===== src/rtl/phase_clock_bank.sv =====
// rtl/phase_clock_bank.sv - shared-counter multi-channel phase/duty clock bank
// Shadow settings commit together at the period wrap so every channel changes in the same cycle.
module phase_clock_bank #(
  parameter int CHANNELS = 8,
  parameter int WIDTH    = 8,
  parameter int CHAN_W   = 3
) (
  input  logic                clock_in,
  input  logic                reset,
  input  logic                enable,
  input  logic                cfg_wr,
  input  logic [CHAN_W-1:0]   cfg_chan,
  input  logic [WIDTH-1:0]    cfg_phase,
  input  logic [WIDTH-1:0]    cfg_duty,
  input  logic                period_wr,
  input  logic [WIDTH-1:0]    period_in,
  input  logic                update_req,
  output logic                update_pending,
  output logic                sync_out,
  output logic [CHANNELS-1:0] clock_out
);

  localparam logic [WIDTH-1:0] PERIOD_RST = '1;
  localparam logic [WIDTH-1:0] DUTY_RST   = WIDTH'(1) << (WIDTH - 1);

  logic [WIDTH-1:0]    count;
  logic [WIDTH-1:0]    act_period;
  logic [WIDTH-1:0]    shd_period;
  logic [WIDTH-1:0]    act_phase [CHANNELS];
  logic [WIDTH-1:0]    act_duty  [CHANNELS];
  logic [WIDTH-1:0]    shd_phase [CHANNELS];
  logic [WIDTH-1:0]    shd_duty  [CHANNELS];
  logic [CHANNELS-1:0] level;
  logic                wrap;
  logic                commit;

  // >= rather than == keeps the counter bounded even if it ever exceeds the period
  assign wrap   = (count >= act_period);
  assign commit = update_pending && (!enable || wrap);

  for (genvar i = 0; i < CHANNELS; i++) begin : g_chan
    logic [WIDTH:0] diff;
    assign diff = (count >= act_phase[i])
                ? {1'b0, count} - {1'b0, act_phase[i]}
                : {1'b0, count} + {1'b0, act_period} + (WIDTH+1)'(1) - {1'b0, act_phase[i]};
    assign level[i] = (act_phase[i] <= act_period) && (diff < {1'b0, act_duty[i]});
  end

  always_ff @(posedge clock_in or negedge reset) begin
    if (!reset) begin
      count          <= '0;
      act_period     <= PERIOD_RST;
      shd_period     <= PERIOD_RST;
      update_pending <= 1'b0;
      sync_out       <= 1'b0;
      clock_out      <= '0;
      for (int i = 0; i < CHANNELS; i++) begin
        act_phase[i] <= '0;
        act_duty[i]  <= DUTY_RST;
        shd_phase[i] <= '0;
        shd_duty[i]  <= DUTY_RST;
      end
    end else begin
      count          <= (!enable || wrap) ? '0 : count + WIDTH'(1);
      update_pending <= update_req || (update_pending && !commit);
      sync_out       <= enable && (count == '0);
      clock_out      <= enable ? level : '0;
      if (commit) begin
        act_period <= shd_period;
      end
      if (period_wr) begin
        shd_period <= period_in;
      end
      // Actives load the pre-edge shadows, so a same-edge write stays for the next commit
      for (int i = 0; i < CHANNELS; i++) begin
        if (commit) begin
          act_phase[i] <= shd_phase[i];
          act_duty[i]  <= shd_duty[i];
        end
        if (cfg_wr && (cfg_chan == CHAN_W'(i))) begin
          shd_phase[i] <= cfg_phase;
          shd_duty[i]  <= cfg_duty;
        end
      end
    end
  end

endmodule


===== config.mk =====
export PLATFORM = sky130hd
export DESIGN_NAME = phase_clock_bank
export DESIGN_NICKNAME = d
export VERILOG_FILES = /design/src/rtl/phase_clock_bank.sv
export SDC_FILE = /design/constraint.sdc
export NUM_CORES = 1
export LEC_CHECK = 0
export CORE_MARGIN = 2
export CORE_UTILIZATION = 28
export DETAILED_ROUTE_END_ITERATION = 10
export PLACE_DENSITY = 0.39
export SYNTH_ARGS = -nofsm -noshare
export SYNTH_HDL_FRONTEND = slang
export SYNTH_SLANG_ARGS = --single-unit

===== constraint.sdc =====
create_clock -name clock_in -period 5.4 [get_ports clock_in]
set_input_delay 0.81 -clock clock_in [delete_from_list [all_inputs] [get_ports clock_in]]
set_output_delay 0.81 -clock clock_in [all_outputs]
set_load 0.03 [all_outputs]

==> results.json <==
{
  "status": "finished clean",
  "hold_viol": 0,
  "crit_slowest_cell": "dfrtp_1",
  "io_buffers": 42,
  "slew_headroom": 0.262,
  "gp_congestion": 0.873,
  "cp-endpoint": "clock_out[1]",
  "synth-main-ff-cell": "dfrtp_1",
  "synth_top_family_by_area": "adder cells",
  "syn_inst": 1930,
  "finClkSkew_ns": 0.0187,
  "rows": 98,
  "start_util": 0.284,
  "total_power_mw": 13.7,
  "min_period_over_period": 0.921,
  "fmax_mhz": 201,
  "synth-simple-area-share": 0.0928,
  "grt_max_degree": 104,
  "cap_violations": 0,
  "grt_pass1_vias": 15219,
  "endpoint_kind": "register",
  "critPathKind": "register to register",
  "h-tree-depth": 2,
  "via_count": 15138,
  "p_leak_nw": 11.0,
  "grt_usage": 0.181,
  "fp.dieW_um": 274,
  "synth_common_cells": "mux2_2 (273), ha_1 (266), dfrtp_1 (258), inv_1 (174), nor2_1 (107)",
  "holdWs_ns": 0.217,
  "rr_endpoint": "clock_out[1]",
  "yosysMostFrequentCell": "mux2_2",
  "ioPinCount": 43,
  "crit_fanout": 6,
  "grt_overflow_total": 0,
  "period_needed_ns": 4.98,
  "peakVddDrop_mv": 0.273,
  "drcViolationCount": 0,
  "drtAntennaViolNets": 0,
  "clock-sinks": 290,
  "synth_cell_types": 71,
  "startpoint_type": "register",
  "syn_area_um2": 20400,
  "core_um2": 71700,
  "ys_top_cells_by_area": "dfrtp_1 (32%), ha_1 (16%), mux2_2 (15%)",
  "intPower_mw": 8.02,
  "cp-startpoint": "count[0]",
  "synth_largest_area_cell": "dfrtp_1",
  "wl_per_cell_um": 22.2,
  "critical_path_required_ns": 5.87,
  "rsz0062_at_grt": "no",
  "power_frac_clock": 0.207,
  "clk-insertion-delay-late_ns": 0.58,
  "rrSetupSlack_ns": 0.42,
  "fin_nets": 2359,
  "hpwl_mm": 47.7,
  "area_growth_pct": 16.8,
  "hold_class": "input pin to async pin",
  "cts_hold_buffers": 0,
  "synth_area_per_cell_um2": 10.5,
  "seq_power_share": 0.234,
  "synth-compound-area-share": 0.136,
  "ys_seq_area_frac": 0.359,
  "critPathArrivalTime_ns": 5.45,
  "synthAdderAreaFrac": 0.180,
  "power_density_nw_per_um2": 576,
  "worstPathCellList": "inv_1 > ha_1 > inv_1 > fa_1 > nor2b_1 > o311a_4 > nor2_1 > nor2_1 > nor2_1 > xor2_2 > buf_4 > ha_1 > or3_1 > o31ai_1 > xor2_1 > a221oi_1 > ha_1 > a2111oi_0 > o21ai_0 > o21ai_0 > o221ai_1 > a21oi_1",
  "grt_pass1_wl_mm": 99.2,
  "syn-num-nets": 2246,
  "muxShareOfSynthArea": 0.156,
  "path_clk_slew_ns": 0.06,
  "antenna_found_initial": 10,
  "sw_frac_of_total": 0.415,
  "ys_async_sr_fraction": 1.00,
  "critPathMaxStageDelay_ns": 0.44,
  "die_h_um": 274,
  "r2r_cells": 22,
  "clockRootBuffer": "clkbuf_16",
  "synth_warnings": 0,
  "first_pass_iters": 7,
  "drive_above_1_share": 0.224,
  "cts_buffers": 40,
  "combPwrFrac": 0.559,
  "die-area_um2": 74900,
  "drt_iter0_markers": 808,
  "cts_tree": "done",
  "viasPerCell": 5.00,
  "ys_ff_latch": 290,
  "synth_edf_count": 0,
  "netlist.area_leader.share": 0.317,
  "cts_max_path_buffers": 3,
  "final-setup-viol-count": 0,
  "reg2reg_from": "count[0]",
  "wl_mm": 67.1,
  "final_max_slew_viol_count": 0,
  "setup_tns_ns": 0,
  "synth_xor_xnor_area_share": 0.0362,
  "p_sw_mw": 5.68,
  "tightest_slew_ns": 1.10
}
==> sequential cells by signal, indices dropped and copies added, names as in the netlist <==
| signal | flops |
|---|---|
| update_pending | 1 |
| act_duty | 64 |
| act_period | 8 |
| shd_period | 8 |
| count | 8 |
| clock_out | 8 |
| shd_duty | 64 |
| sync_out | 1 |
| shd_phase | 64 |
| act_phase | 64 |
==> final cells by class <==
type	instances	area, µm²
Clock inverter	19	249
Inverter	174	653
Antenna cell	3	7.51
Multi-Input combinational cell	1429	12300
Fill cell	7357	48000
Timing Repair Buffer	108	946
Tap cell	950	1190
Clock buffer	55	1160
Sequential cell	290	7300
==> power by group through the flow <==
stage / clock network (mW) / registers [mW] / logic, mW
2_1_floorplan: 0 / 3.10 / 5.56
6_report: 2.84 / 3.21 / 7.66
4_1_cts: 2.92 / 3.22 / 7.72
5_1_grt: 3.03 / 3.29 / 8.67
3_3_place_gp: 0 / 3.24 / 7.59
3_5_place_dp: 0 / 3.25 / 7.66
==> worst min path at each step <==
| stage | from | end | slack (ns) |
|---|---|---|---|
| 6_report | reset | shd_duty[33] | 0.22 |
| 3_5_place_dp | shd_phase[0] | act_phase[0] | 0.49 |
| 3_3_place_gp | shd_phase[16] | act_phase[16] | 0.48 |
| 2_1_floorplan | shd_phase[32] | act_phase[32] | 0.47 |
| 5_1_grt | reset | shd_duty[33] | 0.27 |
| 4_1_cts | reset | shd_duty[33] | 0.26 |
==> critical path, delay by kind of cell (launching register included) <==
kind / cells / cell delay, ns
compound gates: 8 / 1.77
xor+xnor: 2 / 0.37
fa+ha+maj: 4 / 1.02
buf+inv: 3 / 0.37
flops: 1 / 0.44
simple gates: 5 / 0.91
==> per-layer routing <==
metal  wire [µm]  vias to the layer above  GRT usage
li1            -                     7275          -
met1       32100                     7499      0.255
met2       30100                      289      0.285
met3        3380                       75     0.0283
met4        1580                        0     0.0496
met5           0                        -          0
==> cells in the final DEF (no fill, tap or decap), types with 9 or more instances in the layout <==
cell and count:
nor3_1 18, ha_1 266, nand2b_1 18, xor2_1 29, clkbuf_16 41, a31oi_1 20, o21bai_1 12, inv_1 174
dfstp_2 32, o21a_1 23, dfrtp_1 258, nand4_1 24, and3_1 13, nand2_1 53, nor2b_1 36, nand3_1 35
fa_1 17, nor2_1 107, o211ai_1 14, or3_1 9, buf_4 64, a21oi_1 94, o22ai_1 10, xnor2_1 52
a21o_1 42, o21ai_0 92, a211oi_1 21, clkdlybuf4s50_1 41, o2111ai_1 9, nand3b_1 10, a22o_1 10, mux2i_1 10
mux2_2 273, and2_1 9
==> timing repair <==
action,4_1_cts,5_1_grt
endpoints found under the setup margin,0,4
gates resized for setup,0,2
buffers inserted,0,2
==> logic make-up (layout without fill, tap and decap cells) <==
family,count (synthesis),count (layout)
flip-flops,290,290
AND/OR/NAND/NOR,364,364
AO/OA/AOI/OAI,415,415
multiplexers,283,283
adder cells (fa/ha/maj),283,283
other,0,3
XOR/XNOR,84,84
buffers and inverters,211,356
==> stage by stage <==
stage           util  worst slack (ns)  instance area [µm²]  instances
3_3_place_gp   0.311             0.257                22300       2949
5_1_grt        0.331            0.0275                23800       3025
2_1_floorplan      -             0.770                20400       1930
4_1_cts        0.331             0.214                23700       3023
3_5_place_dp   0.311             0.239                22300       2949
6_report       0.332             0.424                23800       3028
Note: power is estimated with default switching activity, not from simulation.
